**config.mk**
```make
export PLATFORM = sky130hd
export DESIGN_NAME = dmem_arbiter
export DESIGN_NICKNAME = d
export VERILOG_FILES = /design/src/rtl/dmem_arbiter.sv
export SDC_FILE = /design/constraint.sdc
export NUM_CORES = 1
export LEC_CHECK = 0
export ABC_CLOCK_PERIOD_IN_PS = 3260
export BUFFER_PORTS_ARGS = -buffer_cell sky130_fd_sc_hd__buf_2
export CAP_MARGIN = 30
export CORE_AREA = 2 2 167 169
export DETAILED_ROUTE_END_ITERATION = 12
export DIE_AREA = 0 0 169 171
export PLACE_DENSITY = 0.41
export SLEW_MARGIN = 15
export SYNTH_ARGS = -nofsm -noshare
export SYNTH_HDL_FRONTEND = slang
export SYNTH_SLANG_ARGS = --single-unit
```
**constraint.sdc**
```tcl
create_clock -name clk -period 3.26 [get_ports clk]
set_input_delay 0.652 -clock clk [delete_from_list [all_inputs] [get_ports clk]]
set_output_delay 0.652 -clock clk [all_outputs]
set_load 0.01 [all_outputs]
```
**src/rtl/dmem_arbiter.sv**
```systemverilog
// Purpose : shares the single-ported data memory between the CPU data port and the debug/loader port.
// Latency : grant and memory strobes are combinational; read data and rvalid return one cycle after the grant.
// Backpres: CPU stalls on c_ready=0 (debug win, drain or halt); debug waits on d_gnt=0; a bounded starve counter keeps debug from waiting forever.
//
// Ports:
//   clk, reset       - rising-edge clock, asynchronous active-low reset
//   c_*              - CPU request (req/we/addr/wdata), accept (c_ready), read return (c_rdata/c_rvalid)
//   d_*              - debug request (req/we/addr/wdata), accept (d_gnt), read return (d_rdata/d_rvalid)
//   halt_req/ack     - debug exclusive-access handshake
//   m_*              - synchronous single-ported memory (read data one cycle after address)
module dmem_arbiter #(
    parameter int AW     = 8,
    parameter int DW     = 64,
    parameter int STARVE = 4
) (
    input  logic          clk,
    input  logic          reset,
    input  logic          c_req,
    input  logic [1:0]    c_we,
    input  logic [AW-1:0] c_addr,
    input  logic [DW-1:0] c_wdata,
    output logic          c_ready,
    output logic [DW-1:0] c_rdata,
    output logic          c_rvalid,
    input  logic          d_req,
    input  logic [1:0]    d_we,
    input  logic [AW-1:0] d_addr,
    input  logic [DW-1:0] d_wdata,
    output logic          d_gnt,
    output logic [DW-1:0] d_rdata,
    output logic          d_rvalid,
    input  logic          halt_req,
    output logic          halt_ack,
    output logic [AW-1:0] m_addr,
    output logic [1:0]    m_we,
    output logic [DW-1:0] m_wdata,
    input  logic [DW-1:0] m_rdata
);

    typedef enum logic [1:0] {
        NORMAL = 2'd0,
        DRAIN  = 2'd1,
        HALTED = 2'd2
    } state_t;

    localparam logic [3:0] STARVE_LIM = 4'(STARVE);

    state_t     state_q, state_d;
    logic [3:0] starve_cnt_q, starve_cnt_d;
    logic       owner_q, owner_d;        // 0 = CPU, 1 = debug: who the returning read belongs to
    logic       c_rvalid_q, c_rvalid_d;
    logic       d_rvalid_q, d_rvalid_d;

    logic       cpu_win;
    logic       dbg_win;

    // Winner selection. Gating with reset keeps the memory and both
    // requesters quiet while reset is held, even mid-cycle.
    always_comb begin
        cpu_win = 1'b0;
        dbg_win = 1'b0;
        if (reset) begin
            case (state_q)
                NORMAL: begin
                    cpu_win = c_req && !(d_req && (starve_cnt_q == STARVE_LIM));
                    dbg_win = d_req && !cpu_win;
                end
                DRAIN, HALTED: begin
                    dbg_win = d_req;
                end
                default: begin
                    cpu_win = 1'b0;
                    dbg_win = 1'b0;
                end
            endcase
        end
    end

    // Memory port mux; idle drives zeros so an unused cycle is a clean no-op.
    always_comb begin
        m_addr  = '0;
        m_we    = 2'b00;
        m_wdata = '0;
        if (cpu_win) begin
            m_addr  = c_addr;
            m_we    = c_we;
            m_wdata = c_wdata;
        end else if (dbg_win) begin
            m_addr  = d_addr;
            m_we    = d_we;
            m_wdata = d_wdata;
        end
    end

    // FSM next state, starvation count and read-return bookkeeping.
    always_comb begin
        state_d = state_q;
        case (state_q)
            NORMAL:  if (halt_req) state_d = DRAIN;
            // One cycle in DRAIN lets a CPU read granted just before the
            // halt return its data before debug owns the memory.
            DRAIN:   state_d = halt_req ? HALTED : NORMAL;
            HALTED:  if (!halt_req) state_d = NORMAL;
            default: state_d = NORMAL;
        endcase

        starve_cnt_d = starve_cnt_q;
        if ((state_q == HALTED) || dbg_win || !d_req) begin
            starve_cnt_d = 4'd0;
        end else if (cpu_win && (starve_cnt_q < STARVE_LIM)) begin
            starve_cnt_d = starve_cnt_q + 4'd1;
        end

        owner_d = owner_q;
        if (dbg_win) begin
            owner_d = 1'b1;
        end else if (cpu_win) begin
            owner_d = 1'b0;
        end

        c_rvalid_d = cpu_win && (c_we == 2'b00);
        d_rvalid_d = dbg_win && (d_we == 2'b00);
    end

    always_ff @(posedge clk or negedge reset) begin
        if (!reset) begin
            state_q      <= NORMAL;
            starve_cnt_q <= 4'd0;
            owner_q      <= 1'b0;
            c_rvalid_q   <= 1'b0;
            d_rvalid_q   <= 1'b0;
        end else begin
            state_q      <= state_d;
            starve_cnt_q <= starve_cnt_d;
            owner_q      <= owner_d;
            c_rvalid_q   <= c_rvalid_d;
            d_rvalid_q   <= d_rvalid_d;
        end
    end

    assign c_ready  = cpu_win;
    assign d_gnt    = dbg_win;
    assign c_rvalid = c_rvalid_q;
    assign d_rvalid = d_rvalid_q;
    assign c_rdata  = owner_q ? '0 : m_rdata;
    assign d_rdata  = owner_q ? m_rdata : '0;
    assign halt_ack = (state_q == HALTED);

endmodule

```
==> key figures, run 1 <==
Run status
  – Status: finished clean

Final layout
  – Ant. Diodes: 0
  – Commonest non-fill, non-tap cell in the layout: buf_2
  – Nets: 916
  – Final std cells w/o fill: 1037
  – Share of cells above drive strength 1: 73.7%
  – Commonest non-fill, non-tap cells in the layout: 423 x buf_2, 70 x a32o_2, 65 x nor2b_1
  – Fin util: 18.1%
  – Design Area, Final: 0.00496 sq mm
  – Layout Area Growth over Synthesis: 95.5%

STA
  – Worst-Margin Slew: 0.549 ns
  – Slew Limit Headroom: 63.4%
  – Setup violators final: 0
  – Final period util: 91.6%
  – Final WS setup: roughly 0.27 ns
  – Final Hold Viols: 0
  – Slew Viols, Final: 0
  – Setup TNS: 0 ns
  – RSZ-0062 raised after global routing: no
  – Final hold slack: between 0.4 and 0.5 ns
  – Clock Skews: 0.00141 ns
  – FMAX: 335 MHz
  – Final Critical Period: ~3.0 ns

Synth
  – Seq cells post-synth: 9
  – Mapped cell area: approximately 0.0025 sq mm
  – Mapped Nets: 520
  – Synth unique cells: 33
  – Register area share after synthesis: under 10%
  – Mapped Avg Cell Area: 8.57 sq um
  – Top-area cell type share of the netlist area: 31.1%
  – Cell taking the most area after synthesis: a32o_2
  – Main area contributors after synthesis: a32o_2 31%, nor2b_1 16%, and2_1 16%, dfrtp_1 8.9%, buf_6 6.2%
  – Synth Instances: 296
  – Async SR Flop Fraction: 100%
  – Post-synth EDFFs: 0
  – Synth Flop Type: dfrtp_1
  – Warnings, synthesis: 0

Global routing
  – Initial antenna violation count: 0
  – Gr usage total: a little over 8%
  – First-pass GRT wire length: 19.0 mm
  – Gr ovfl total: 0
  – Largest net degree at the start of global routing: 87
  – Vias in the first global route: 3166

Floorplanning
  – Die Y: 171 um
  – Core area: approximately 0.027 sq mm
  – FP Rows: 61
  – Die Width: between 150 and 200 um
  – # IOs: 424
  – Initial Util: a little under a tenth
  – Die area: about 0.029 sq mm

Clocking
  – TritonCTS clock tree: done
  – Register clock-pin slew on the reported worst setup and hold paths: 0.04 ns
  – Num CTS Buffers: 3
  – Clock sink count: 9
  – H-tree level count: 1
  – Max Root-Sink Buffers: 2
  – Clock latency on the worst-skew pair: roughly 0.23 ns
  – Root Buffer: clkbuf_16

Critical path
  – Worst setup SP type: flip-flop
  – R2R setup slack: between 1 and 1.5 ns
  – CP Class: flip-flop to output port
  – CP Capture Type: output port
  – CP Max Fanout: 72
  – Gate family responsible for the most delay along the worst path: buffers and inverters
  – Critical path arrival: 2.33 ns
  – Count of buffer and inverter cells on the critical path: 3
  – Crit path from: state_q[1]$_DFFE_PN0P_
  – Critical path's slowest cell: dfrtp_1
  – Crit-path cells: inv_1 -> ha_1 -> nor2_1 -> a311oi_4 -> buf_12 -> a32o_2 -> buf_2
  – CP required: 2.61 ns
  – Reg-to-Reg Start: state_q[1]$_DFFE_PN0P_
  – Worst path max stage delay: 0.42 ns

Detailed routing
  – Iter 0 DRT Violations: 150
  – Vias/cell: 3.65
  – Post-DRT Antenna Nets: 0
  – Remaining DRCs: 0
  – First-pass DRT Iterations: 4
  – Via count: 3787
  – WL final: 14.3 mm
  – Wire per inst: 13.8 um

Placement
  – Area post-placement: 0.00487 sq mm
  – Port Buffer Count: 423
  – DP Worst Slack: 0.403 ns
  – GP Congestion: 0.738
  – DP Wirelength: between 10 and 15 mm
  – Placed Cells: between 1000 and 1500

Flow run
  – Max-cap violations: 0

Power
  – Total chip power: 2.75 mW
  – Maximum vdd drop: 0.000281 V
  – PwrDens: 554 mW/mm^2
  – Leakage Power: 3.09 nW

Hold path
  – HP Class: input port to asynchronous set/reset pin
area by class of cell:
cell class | count | area [sq um]
fillers | 3134 | 22400
repair buffers | 428 | 2200
multi-input cells | 243 | 2000
well taps | 346 | 433
flip-flops and latches | 9 | 226
clock buffers | 4 | 78.8
inverters | 7 | 26.3
cells by family (layout without fill, tap and decap cells):
| logic type | after synthesis | in the layout | synth area share (%) |
|---|---|---|---|
| mux | 2 | 2 | 0.888 |
| simple gates | 146 | 146 | 37.2 |
| flops | 9 | 9 | 8.88 |
| fa+ha+maj | 7 | 7 | 3.45 |
| compound gates | 88 | 88 | 37.2 |
| buf+inv | 44 | 439 | 12.4 |
report_power, final:
| group | switching (mW) | leakage [nW] | total [mW] | internal (mW) |
|---|---|---|---|---|
| Sequential | 0.0708 | 0.119 | 0.206 | 0.135 |
| Combinational | 1.27 | 2.94 | 2.32 | 1.05 |
| Clock | 0.0559 | 0.0382 | 0.220 | 0.164 |
| Total | 1.40 | 3.09 | 2.75 | 1.35 |
registers in the layout, summed over array words and instances, names as in the netlist:
name and count:
starve_cnt_q 4, owner_q 1, d_rvalid 1, state_q 2, c_rvalid 1
path summary, 6_finish.rpt:
| check | end | cells after the start |
|---|---|---|
| setup / recovery | m_wdata[52] | 7 |
| hold / removal | starve_cnt_q[2]$_DFFE_PN0P_ | 2 |
| setup reg to reg | d_rvalid$_DFF_PN0_ | 5 |
| hold reg to reg | state_q[0]$_DFFE_PN0P_ | 1 |
| max in group asynchronous | owner_q$_DFFE_PN0P_ | 2 |
| min in group clk | state_q[0]$_DFFE_PN0P_ | 1 |
cells in the mapped netlist (all sizes together), types with 2 or more instances:
master,instances
a21oi,2
nor3b,2
and4b,2
dlygate4sd1,8
and2,64
nor2b,65
a211oi,3
dfrtp,9
nor2,2
inv,7
o21ai,3
clkbuf,14
a311oi,2
buf,15
nand4b,2
a32o,74
mux2,2
ha,7
nand3b,3
or3,2
repair_timing:
action | 4_1_cts | 5_1_grt
gates resized for setup | 0 | 1
hold buffers | 0 | 0
setup endpoints to repair | 0 | 1
setup buffers | 0 | 0
layer usage:
layer  track usage (%)  routed length (um)
met1              12.0                6640
met2              13.8                7070
met3             0.370                 624
met4             0.446                   0
met5                 0                   0
No activity file was read; power rests on OpenSTA's default activity.
==> run 2: changes to the inputs <==
--- a/config.mk
+++ b/config.mk
@@ -5,13 +5,14 @@
 export SDC_FILE = /design/constraint.sdc
 export NUM_CORES = 1
 export LEC_CHECK = 0
+export ABC_AREA = 1
 export ABC_CLOCK_PERIOD_IN_PS = 3260
 export BUFFER_PORTS_ARGS = -buffer_cell sky130_fd_sc_hd__buf_2
 export CAP_MARGIN = 30
-export CORE_AREA = 2 2 167 169
+export CORE_AREA = 2 2 166 168
 export DETAILED_ROUTE_END_ITERATION = 12
-export DIE_AREA = 0 0 169 171
-export PLACE_DENSITY = 0.41
+export DIE_AREA = 0 0 168 170
+export PLACE_DENSITY = 0.42
 export SLEW_MARGIN = 15
 export SYNTH_ARGS = -nofsm -noshare
 export SYNTH_HDL_FRONTEND = slang
==> key figures, run 2 <==
Global routing
  – Gr ovfl total: 0 (unchanged)
  – Initial antenna violation count: 6 (was 0)
  – First-pass GRT wire length: 27.1 mm (was 19.0 mm)
  – Largest net degree at the start of global routing: 86 (was 87)
  – Vias in the first global route: 4576 (was 3166)
  – Gr usage total: 12.4% (was 8.15%)

Placement
  – DP Wirelength: 17.2 mm (was 12.0 mm)
  – Port Buffer Count: 423 (unchanged)
  – Area post-placement: 0.00519 sq mm (was 0.00487 sq mm)
  – GP Congestion: 0.791 (was 0.738)
  – Placed Cells: 1316 (was 1033)
  – DP Worst Slack: 0.454 ns (was 0.403 ns)

STA
  – Setup violators final: 0 (unchanged)
  – RSZ-0062 raised after global routing: no (unchanged)
  – Final period util: 86.4% (was 91.6%)
  – Final Hold Viols: 0 (unchanged)
  – Slew Viols, Final: 0 (unchanged)
  – Clock Skews: 0.000167 ns (was 0.00141 ns)
  – Final Critical Period: 2.82 ns (was 2.99 ns)
  – Final hold slack: 0.292 ns (was 0.447 ns)
  – Final WS setup: 0.445 ns (was 0.274 ns)
  – FMAX: 355 MHz (was 335 MHz)
  – Slew Limit Headroom: 66.0% (was 63.4%)
  – Setup TNS: 0 ns (unchanged)
  – Worst-Margin Slew: 0.510 ns (was 0.549 ns)

Hold path
  – HP Class: input port to asynchronous set/reset pin (unchanged)

Clocking
  – CTS resizes: 0 (unchanged)
  – Clock sink count: 9 (unchanged)
  – Num CTS Buffers: 3 (unchanged)
  – Hold Buf Count CTS: 0 (unchanged)
  – Register clock-pin slew on the reported worst setup and hold paths: 0.04 ns (about the same)
  – Max Root-Sink Buffers: 2 (unchanged)
  – H-tree level count: 1 (unchanged)
  – Root Buffer: clkbuf_16 (unchanged)
  – Post-CTS Setup Bufs: 0 (unchanged)
  – Clock latency on the worst-skew pair: 0.23 ns (about the same)
  – TritonCTS clock tree: done (unchanged)

Final layout
  – Fin util: 19.8% (was 18.1%)
  – Layout Area Growth over Synthesis: 92.6% (was 95.5%)
  – Design Area, Final: 0.00527 sq mm (was 0.00496 sq mm)
  – Top Registers: starve_cnt_q (4), state_q (2) (unchanged)
  – Max reg flops: 4 (unchanged)
  – Biggest register: starve_cnt_q (unchanged)
  – Commonest non-fill, non-tap cells in the layout: 423 x buf_2, 227 x nand2_1, 142 x inv_1 (was 423 x buf_2, 70 x a32o_2, 65 x nor2b_1)
  – Share of cells above drive strength 1: 47.7% (was 73.7%)
  – Commonest non-fill, non-tap cell in the layout: buf_2 (unchanged)
  – Nets: 1204 (was 916)
  – Final std cells w/o fill: 1321 (was 1037)

Synth
  – Mapped Avg Cell Area: 4.68 sq um (was 8.57 sq um)
  – Synth unique cells: 19 (was 33)
  – Main area contributors after synthesis: nand2_1 31%, inv_1 19%, nor2_1 10%, o21ai_2 9.6%, dfrtp_1 8.2% (was a32o_2 31%, nor2b_1 16%, and2_1 16%, dfrtp_1 8.9%, buf_6 6.2%)
  – Synth Flop Type: dfrtp_1 (unchanged)
  – Register area share after synthesis: 8.23% (was 8.88%)
  – Warnings, synthesis: 0 (unchanged)
  – Cell taking the most area after synthesis: nand2_1 (was a32o_2)
  – Top-area cell type share of the netlist area: 31.2% (was 31.1%)
  – Async SR Flop Fraction: 100% (unchanged)
  – Most frequent cell after synthesis: nand2_1 (was a32o_2)
  – Most frequent cells after synthesis: 227 x nand2_1, 142 x inv_1, 74 x nor2_1, 40 x o21ai_0, 30 x o21ai_2 (was 70 x a32o_2, 65 x nor2b_1, 64 x and2_1, 14 x buf_6, 14 x clkbuf_1)
  – Mapped Nets: 808 (was 520)
  – Synth Instances: 584 (was 296)
  – Post-synth EDFFs: 0 (unchanged)
  – Mapped cell area: 0.00274 sq mm (was 0.00254 sq mm)
  – Seq cells post-synth: 9 (unchanged)

Power
  – Sequential power share: 8.4% (was 7.5%)
  – P_int: 1.19 mW (was 1.35 mW)
  – Gate power share: 83.9% (was 84.5%)
  – Total chip power: 2.78 mW (was 2.75 mW)
  – PwrDens: 528 mW/mm^2 (was 554 mW/mm^2)
  – Switching power: 1.60 mW (was 1.40 mW)
  – Switch share: 57.3% (was 51.0%)
  – Maximum vdd drop: 0.000178 V (was 0.000281 V)
  – Clock network fraction of design power: 7.7% (was 8.0%)
  – Leakage Power: 3.89 nW (was 3.09 nW)

Critical path
  – CP required: 2.61 ns (about the same)
  – Count of buffer and inverter cells on the critical path: 4 (was 3)
  – Worst setup SP type: flip-flop (unchanged)
  – CP most frequent cell: nand2_1
  – Worst path max stage delay: 0.42 ns (about the same)
  – CP Class: flip-flop to output port (unchanged)
  – CP Capture Type: output port (unchanged)
  – Critical path's slowest cell: buf_4 (was dfrtp_1)
  – Critical path arrival: 2.16 ns (was 2.33 ns)
  – Gate family responsible for the most delay along the worst path: buffers and inverters (unchanged)
  – Crit-path cells: inv_1 -> ha_1 -> nand2_1 -> inv_1 -> nand2_1 -> nand2_1 -> nand2_1 -> nand2_2 -> nand2_4 -> buf_4 -> o21ai_0 -> buf_2 (was inv_1 -> ha_1 -> nor2_1 -> a311oi_4 -> buf_12 -> a32o_2 -> buf_2)
  – CP Max Fanout: 33 (was 72)

Detailed routing
  – Remaining DRCs: 0 (unchanged)
  – Via count: 4788 (was 3787)
  – Wire per inst: 14.5 um (was 13.8 um)
  – Vias/cell: 3.62 (was 3.65)
  – Post-DRT Antenna Nets: 0 (unchanged)
  – WL final: 19.2 mm (was 14.3 mm)
  – Iter 0 DRT Violations: 155 (was 150)
  – First-pass DRT Iterations: 4 (unchanged)

Floorplanning
  – FP Rows: 60 (was 61)
  – # IOs: 424 (unchanged)
  – Die area: 0.0286 sq mm (was 0.0289 sq mm)
  – Die Width: 168 um (was 169 um)
  – Die Y: 170 um (was 171 um)
  – Core area: 0.0267 sq mm (was 0.0273 sq mm)
  – Initial Util: 10.3% (was 9.28%)

Flow run
  – Max-cap violations: 0 (unchanged)

Run status
  – Status: finished clean (unchanged)
## run 2: layer usage
metal  up-vias  wire length [um]  GRT usage (%)
met5         -                46              0
met3        14              1610           3.30
met2       268              9700           23.5
li1       2455                 -              -
met4         6               134          0.983
met1      2045              7730           14.6
## run 2: final cells by class
type | instances | area, sq um
Antenna cell | 1 | 2.50
Clock buffer | 4 | 78.8
Fill cell | 3228 | 21400
Inverter | 143 | 537
Multi-Input combinational cell | 394 | 1780
Sequential cell | 9 | 229
Tap cell | 341 | 427
Timing Repair Buffer | 429 | 2210
## run 2: cells by family (layout without fill, tap and decap cells)
logic type	Yosys count	in the layout	synth area share [%]
flip-flops	9	9	8.23
AO/OA/AOI/OAI	76	76	18.0
other	0	1	0
buffers and inverters	181	576	27.0
adder cells (fa/ha/maj)	7	7	3.20
AND/OR/NAND/NOR	311	311	43.5
## run 2: path summary, 6_finish.rpt
kind / startpoint / end / slack [ns] / cells after the start
hold reg to reg: starve_cnt_q[3]$_DFFE_PN0P_ / starve_cnt_q[3]$_DFFE_PN0P_ / 0.52 / 2
max in group asynchronous: reset / owner_q$_DFFE_PN0P_ / 2.73 / 1
min in group clk: starve_cnt_q[3]$_DFFE_PN0P_ / starve_cnt_q[3]$_DFFE_PN0P_ / 0.52 / 2
hold / removal: reset / starve_cnt_q[0]$_DFFE_PN0P_ / 0.29 / 1
setup / recovery: starve_cnt_q[0]$_DFFE_PN0P_ / m_wdata[28] / 0.44 / 12
setup reg to reg: starve_cnt_q[0]$_DFFE_PN0P_ / owner_q$_DFFE_PN0P_ / 1.44 / 11
## run 2: power groups by stage
stage / Sequential, mW / Combinational [mW] / Clock [mW]
global placement: 0.240 / 2.38 / 0
detailed placement: 0.237 / 2.37 / 0
global route: 0.249 / 2.61 / 0.226
floorplan: 0.152 / 1.38 / 0
finish: 0.234 / 2.33 / 0.214
CTS: 0.236 / 2.37 / 0.221
